--- config.mk ---
export PLATFORM = sky130hd
export DESIGN_NAME = w_input_conditioner
export DESIGN_NICKNAME = d
export VERILOG_FILES = /design/src/rtl/w_input_conditioner_pkg.sv /design/src/rtl/w_input_conditioner_sync_2ff.sv /design/src/rtl/w_input_conditioner.sv
export SDC_FILE = /design/constraint.sdc
export NUM_CORES = 1
export LEC_CHECK = 0
export CORE_AREA = 2 2 39 41
export CTS_BUF_LIST = sky130_fd_sc_hd__clkbuf_4 sky130_fd_sc_hd__clkbuf_8 sky130_fd_sc_hd__clkbuf_16
export DETAILED_ROUTE_END_ITERATION = 8
export DIE_AREA = 0 0 41 43
export PLACE_DENSITY = 0.6
export SYNTH_ARGS = -nofsm -noshare
export SYNTH_HDL_FRONTEND = slang
export SYNTH_SLANG_ARGS = --single-unit
--- constraint.sdc ---
create_clock -name clk -period 1.2 [get_ports clk]
set_input_delay 0.24 -clock clk [delete_from_list [all_inputs] [get_ports clk]]
set_output_delay 0.24 -clock clk [all_outputs]
set_load 0.03 [all_outputs]
--- src/rtl/w_input_conditioner_pkg.sv ---
// Shared constants for the switch-conditioning / sequence-detector FSM family.
// The state encoding is common so the downstream FSMs decode the same values.
package w_input_conditioner_pkg;

  typedef enum logic [1:0] {
    LOW        = 2'b00,
    CHECK_HIGH = 2'b01,
    HIGH       = 2'b10,
    CHECK_LOW  = 2'b11
  } db_state_e;

  // $clog2 gives 0 for n<=1; a counter still needs at least one bit.
  function automatic int unsigned clog2_min1(input int unsigned n);
    return (n <= 1) ? 1 : $clog2(n);
  endfunction

endpackage

--- src/rtl/w_input_conditioner_sync_2ff.sv ---
// Two-flop synchronizer for a single asynchronous level; only q_o is safe to use.
module sync_2ff (
  input  logic clk,
  input  logic reset,
  input  logic d_i,
  output logic q_o
);

  logic meta_q;
  logic sync_q;

  always_ff @(posedge clk or posedge reset) begin
    if (reset) begin
      meta_q <= 1'b0;
      sync_q <= 1'b0;
    end else begin
      meta_q <= d_i;
      sync_q <= meta_q;
    end
  end

  assign q_o = sync_q;

endmodule

--- src/rtl/w_input_conditioner.sv ---
// Synchronizes and debounces a raw switch into w, with edge pulses and a
// free-running sample strobe for the downstream sequence detector.
module w_input_conditioner
  import w_input_conditioner_pkg::*;
#(
  parameter int unsigned DEBOUNCE_CYCLES = 4,
  parameter int unsigned SAMPLE_DIV      = 4
) (
  input  logic      clk,
  input  logic      reset,
  input  logic      sw_raw,
  output logic      w,
  output logic      w_valid,
  output logic      rise_pulse,
  output logic      fall_pulse,
  output db_state_e dbg_state_o
);

  localparam int unsigned CNT_W = clog2_min1(DEBOUNCE_CYCLES);
  localparam int unsigned DIV_W = clog2_min1(SAMPLE_DIV);
  localparam logic [CNT_W-1:0] CNT_LAST = CNT_W'(DEBOUNCE_CYCLES - 1);
  localparam logic [DIV_W-1:0] DIV_LAST = DIV_W'(SAMPLE_DIV - 1);

  logic             s;
  db_state_e        state_q;
  logic [CNT_W-1:0] cnt_q;
  logic             rise_q;
  logic             fall_q;
  logic [DIV_W-1:0] div_q;
  logic [DIV_W-1:0] div_d;
  logic             w_valid_q;

  sync_2ff u_sync (
    .clk   (clk),
    .reset (reset),
    .d_i   (sw_raw),
    .q_o   (s)
  );

  // The counter is cleared on entry to a CHECK state and saturates at
  // CNT_LAST, where the transition fires instead of incrementing.
  always_ff @(posedge clk or posedge reset) begin
    if (reset) begin
      state_q <= LOW;
      cnt_q   <= '0;
      rise_q  <= 1'b0;
      fall_q  <= 1'b0;
    end else begin
      rise_q <= 1'b0;
      fall_q <= 1'b0;
      case (state_q)
        LOW: begin
          if (s) begin
            state_q <= CHECK_HIGH;
            cnt_q   <= '0;
          end
        end
        CHECK_HIGH: begin
          if (!s) begin
            state_q <= LOW;
          end else if (cnt_q == CNT_LAST) begin
            state_q <= HIGH;
            rise_q  <= 1'b1;
          end else begin
            cnt_q <= cnt_q + CNT_W'(1);
          end
        end
        HIGH: begin
          if (!s) begin
            state_q <= CHECK_LOW;
            cnt_q   <= '0;
          end
        end
        CHECK_LOW: begin
          if (s) begin
            state_q <= HIGH;
          end else if (cnt_q == CNT_LAST) begin
            state_q <= LOW;
            fall_q  <= 1'b1;
          end else begin
            cnt_q <= cnt_q + CNT_W'(1);
          end
        end
        default: state_q <= LOW;
      endcase
    end
  end

  assign div_d = (div_q == DIV_LAST) ? '0 : div_q + DIV_W'(1);

  // Strobe is registered from the next count so it stays low in reset
  // even when SAMPLE_DIV is 1.
  always_ff @(posedge clk or posedge reset) begin
    if (reset) begin
      div_q     <= '0;
      w_valid_q <= 1'b0;
    end else begin
      div_q     <= div_d;
      w_valid_q <= (div_d == DIV_LAST);
    end
  end

  assign w           = state_q[1];
  assign w_valid     = w_valid_q;
  assign rise_pulse  = rise_q;
  assign fall_pulse  = fall_q;
  assign dbg_state_o = state_q;

endmodule

==> impl_metrics.tcl, run 1 <==
set metrics [dict create \
    worstSetupPathType "flop to flop" \
    hold_viol 0 \
    ios 9 \
    die_x_um 41 \
    area_growth_pct 38.21 \
    setup-tns-final_ps -42.93 \
    drc 0 \
    dpl.cell_count 58 \
    max_freq_ghz 0.8046 \
    gp_congestion 0.5979 \
    synth_top_area_share 0.6567 \
    skew_ps 5.309 \
    synth_edf_count 0 \
    synth_area_leaders "dfrtp_1 66%, ha_1 9.0%, inv_1 3.6%, nor3b_1 3.6%, mux2_2 2.7%" \
    startpoint_type "flop" \
    vias_per_cell 4.508 \
    synth_cell_types 13 \
    wl_um 787 \
    worst_pin_slew_ps 400.7 \
    cts_tree "yes" \
    synth_nets 38 \
    routedWlPerCell_um 12.49 \
    drive_above_1_share 0.3830 \
    leakage_nw 0.2927 \
    hp-class "primary input to asynchronous set/reset pin" \
    rsz0062_at_grt "yes" \
    cts_buffer_depth 2 \
    post-route-period-util 1.036 \
    path_clk_slew_ps 70 \
    slew_headroom 0.7326 \
    finalSetupViolations 1 \
    worst_ep_arrival_time_ps 1440 \
    yosysMostFrequentCell "dfrtp_1" \
    yosysSeqAreaShare 0.6567 \
    root_buffer "clkbuf_4" \
    start_util 0.3029 \
    required_ps 1400 \
    drt_iter0_markers 4 \
    die_h_um 43 \
    antenna_found_initial 0 \
    placed_area_um2 528.0 \
    syn_area_um2 419.2 \
    grt_pass1_vias 328 \
    grt_usage 0.1185 \
    async_flop_share 1.000 \
    grt_pass1_wl_um 1317 \
    vias 284 \
    irDropWorstVdd_mv 0.8001 \
    period_needed_ps 1243 \
    synthTopCellsByCount "11 x dfrtp_1, 4 x inv_1, 3 x ha_1, 3 x nand2_1" \
    stdcell_area_um2 579.3 \
    antenna_cells 0 \
    synth_flop_cell "dfrtp_1" \
    dr.pass1.iters 4 \
    violations "setup timing" \
    yosys_register_bits 11 \
    dieArea_mm2 0.001763 \
    coreArea_mm2 0.001384 \
    end_kind "flop" \
    port_buffers 8 \
    clk_latency_ps 260 \
    yosys_warnings 0 \
    crit_fanout 4 \
    drv_slew 0 \
    stdcell_count 63 \
    std_cell_rows 14 \
    htree_levels 1 \
    outcome "finished, violations left" \
    cts_inserted_buffers 3 \
    ant_nets 0 \
    postSynthAreaPerCell_um2 13.10 \
    fin_nets 54 \
    cts_sinks 11 \
    synthesis.instances 32 \
    maxCapViolations 0 \
    setup_ws_ps -42.93 \
    pwr_density_cell_mw_per_mm2 2222 \
    grt_max_degree 12 \
    grt_overflow 0 \
    synth_top_cell_by_area "dfrtp_1" \
]
[cells by family after synthesis]
kind of cell	share of synthesized area
AOI/OAI and AO/OA	0.03283
muxes	0.02686
buffers and inverters	0.05373
DFF	0.6567
adders and majority gates	0.08956
xor gates and xnor gates	0.02090
and+or+nand+nor	0.1194
[critical path: stages (launching register included)]
cell	delay [ps]
dfrtp_1	390
ha_2	210
or4b_1	510
nand3_1	80
[what timing repair did]
item	4_1_cts	5_1_grt
pin swaps	1	0
buffers inserted	1	0
gates cloned	0	0
endpoints found under the setup margin	4	5
gates resized for setup	4	0
hold buffers	0	0
[power by group]
group	leakage [nW]	internal, mW	total [mW]	switching, mW
registers	0.138	0.439	0.504	0.0650
logic	0.136	0.254	0.519	0.265
clock network	0.0184	0.151	0.264	0.113
total	0.293	0.844	1.29	0.443
[layout by cell type, fill, tap and decap left out]
cell type        instances
clkdlybuf4s50_1          2
a21oi_1                  1
mux2_2                   1
nor3b_1                  2
xnor2_2                  1
clkbuf_4                 4
buf_6                    3
buf_4                    7
ha_2                     1
nor2_1                   1
nand2_1                  3
ha_1                     2
dfrtp_1                 10
o32ai_1                  1
dfrtp_2                  1
or4b_1                   1
inv_1                    4
nand3_1                  2
[layer usage]
layer | vias up | routed length [µm] | track usage
met3 | 0 | 36 | 0.03141
met1 | 142 | 251 | 0.09864
met5 | - | 0 | 0
met2 | 6 | 499 | 0.2250
li1 | 136 | - | -
met4 | 0 | 0 | 0.06000
[registers in the layout (all words and copies together) (netlist names), named ones only]
| name | count |
|---|---|
| dbg_state_o | 1 |
| w_valid | 1 |
| cnt_q | 2 |
| u_sync.q_o | 1 |
| fall_pulse | 1 |
| rise_pulse | 1 |
| u_sync.meta_q | 1 |
| div_q | 2 |
[layout make-up]
cell class                      count  area (µm²)
Fill cell                         140       804.5
Inverter                            4       15.01
Multi-Input combinational cell     16       131.4
Timing Repair Buffer               12       106.4
Clock buffer                        4       30.03
Tap cell                           16       20.02
Sequential cell                    11       276.5
[path summary, 6_finish.rpt]
kind / from / to / slack [ps] / cells past startpoint
setup / recovery: cnt_q[1] / cnt_q[0] / -40 / 3
hold / removal: reset / div_q[0] / 260 / 2
setup reg to reg: cnt_q[1] / cnt_q[0] / -40 / 3
hold reg to reg: u_sync.meta_q / u_sync.q_o / 350 / 0
max in group asynchronous: reset / asynchronous set/reset pin / 630 / 2
min in group clk: u_sync.meta_q / u_sync.q_o / 350 / 0
[metrics by stage]
stage / hold slack (ps) / util / setup slack [ps] / total power, mW
floorplan: 92.37 / - / -49.53 / 0.7807
global placement: 334.2 / 0.3816 / -33.48 / 0.9288
detailed placement: 339.7 / 0.3816 / -80.41 / 0.9776
CTS: 258.9 / 0.4186 / -36.43 / 1.301
global route: 297.0 / 0.4186 / -76.91 / 1.357
finish: 256.5 / 0.4186 / -42.93 / 1.287
No activity file was read; power rests on OpenSTA's default activity.
==> run 2: changes to the inputs <==
Settings changed: ABC_AREA set to 1, PLACE_DENSITY 0.6 to 0.61.
==> run 2 against run 1 <==
Cell count grew 7.9%. The run now ends clean. Highest routed layer is now met4. Register-to-register slack gained 220 ps. Fmax up 9.9%. Critical endpoint is now dbg_state_o[0].
==> impl_metrics.tcl, run 2 <==
set metrics [dict create \
    outcome "finished, final reports clean" \
    stdcell_count 68 \
    slowest_stage "dfrtp_1" \
    max_freq_ghz 0.8838 \
    gp_congestion 0.6719 \
    cts_inserted_buffers 3 \
    worstSetupPathType "flop to primary output" \
    start_util 0.3146 \
    antenna_cells 0 \
    htree_levels 1 \
    cts_hold_buf 0 \
    setup_ws_ps 68.54 \
    async_flop_share 1.000 \
    cts_setup_buffers 0 \
    cp_num_buf_inv 1 \
    drt_iter0_markers 0 \
    port_buffers 8 \
    worst_pin_slew_ps 404.5 \
    coreArea_mm2 0.001384 \
    layout_common_cells "11 x dfrtp_1, 8 x inv_1, 8 x nand2_1, 6 x buf_4" \
    worst_ep_arrival_time_ps 890 \
    synth_top_area_share 0.6322 \
    area_growth_pct 24.14 \
    pwr_density_cell_mw_per_mm2 2004 \
    fin_nets 59 \
    reg2reg_slack_ps 180 \
    dr.pass1.iters 1 \
    dp.final_hpwl_um 442.4 \
    maxCapViolations 0 \
    routedWlPerCell_um 8.412 \
    synth_edf_count 0 \
    placed_area_um2 513.0 \
    leakage_nw 0.3190 \
    yosysMostFrequentCell "dfrtp_1" \
    die_h_um 43 \
    r2r_start "cnt_q[0]" \
    post-route-period-util 0.9429 \
    die_x_um 41 \
    synth_flop_cell "dfrtp_1" \
    drive_above_1_share 0.2500 \
    total_power_mw 1.083 \
    drv_slew 0 \
    crit_fanout 4 \
    cts_sinks 11 \
    synth_nets 47 \
    cts_buffer_depth 2 \
    finalSetupViolations 0 \
    yosys_register_bits 11 \
    r2r.worst_path.cells 5 \
    hold_viol 0 \
    ios 9 \
    dpl.cell_count 64 \
    hp-class "primary input to asynchronous set/reset pin" \
    critPathMaxStageDelay_ps 430 \
    cp_top_family "flip-flops" \
    irDropWorstVdd_mv 0.5451 \
    root_buffer "clkbuf_4" \
    grt_overflow 0 \
    grt_pass1_wl_um 1028 \
    end_kind "primary output" \
    syn_area_um2 435.4 \
    clk_latency_ps 270 \
    required_ps 960 \
    period_needed_ps 1131 \
    setup-tns-final_ps 0 \
    rsz0062_at_grt "no" \
    crit_chain "buf_4" \
    slew_headroom 0.7300 \
    top_regs "cnt_q: 2 flops, div_q: 2 flops" \
    skew_ps 1.490 \
    fin_worst_hold_slack_ps 252.5 \
    synth_area_leaders "dfrtp_1 63%, ha_1 8.6%, inv_1 6.9%, nand2_1 6.9%, nand2_2 2.9%" \
    final_common_cell "dfrtp_1" \
    vias_per_cell 4.132 \
    grt_max_degree 12 \
    antenna_found_initial 0 \
    synthTopCellsByCount "11 x dfrtp_1, 8 x inv_1, 8 x nand2_1" \
    drc 0 \
    yosys_warnings 0 \
    stdcell_area_um2 540.5 \
    r2r-end "cnt_q[1]" \
    synth_top_cell_by_area "dfrtp_1" \
    grt_usage 0.09442 \
    yosysSeqAreaShare 0.6322 \
    startpoint_type "flop" \
    std_cell_rows 14 \
    grt_pass1_vias 267 \
    wl_um 572 \
    place_ws_ps 182.6 \
    synth_cell_types 11 \
    path_clk_slew_ps 70 \
    postSynthAreaPerCell_um2 10.62 \
    dieArea_mm2 0.001763 \
    startpoint "dbg_state_o[0]" \
    cts_resized 0 \
    ant_nets 0 \
    synthesis.instances 41 \
    cts_tree "yes" \
    fin_util 0.3906 \
    vias 281 \
]
==> run 2: cell types whose count changed after synthesis, sizes merged, moves of 2 or more <==
cell   delta
inv       +4
nand2     +8
nor2      +2
nor3b     -2
==> run 2: cell type report <==
type | count | area, µm²
Multi-Input combinational cell | 21 | 122.6
Clock buffer | 3 | 22.52
Inverter | 8 | 30.03
Timing Repair Buffer | 8 | 65.06
Fill cell | 145 | 843.3
Sequential cell | 11 | 275.3
Clock inverter | 1 | 5.005
Tap cell | 16 | 20.02
==> run 2: cells by family after synthesis <==
family                     share of synthesized area
buffers and inverters                        0.08622
AOI/OAI and AO/OA                            0.01148
DFF                                           0.6322
and+or+nand+nor                               0.1839
adders and majority gates                    0.08622
==> run 2: power breakdown <==
group	total [mW]	switching, mW	leakage (nW)	internal, mW
clock network	0.246	0.122	0.0177	0.123
logic	0.340	0.210	0.161	0.130
registers	0.498	0.0650	0.140	0.433
total	1.08	0.397	0.319	0.686
==> run 2: how the worst max path moves through the flow <==
stage          cells after the start        endpoint
2_1_floorplan                      5        cnt_q[0]
3_3_place_gp                       5        cnt_q[1]
3_5_place_dp                       5        cnt_q[0]
4_1_cts                            1  dbg_state_o[0]
5_1_grt                            1  dbg_state_o[1]
6_report                           1  dbg_state_o[0]
==> run 2: per-layer routing <==
layer,share of wire,vias to the layer above,track usage
met4,0.024,0,0.08000
li1,-,144,-
met3,0.098,2,0.06283
met5,0,-,0
met1,0.46,122,0.1067
met2,0.42,13,0.1156
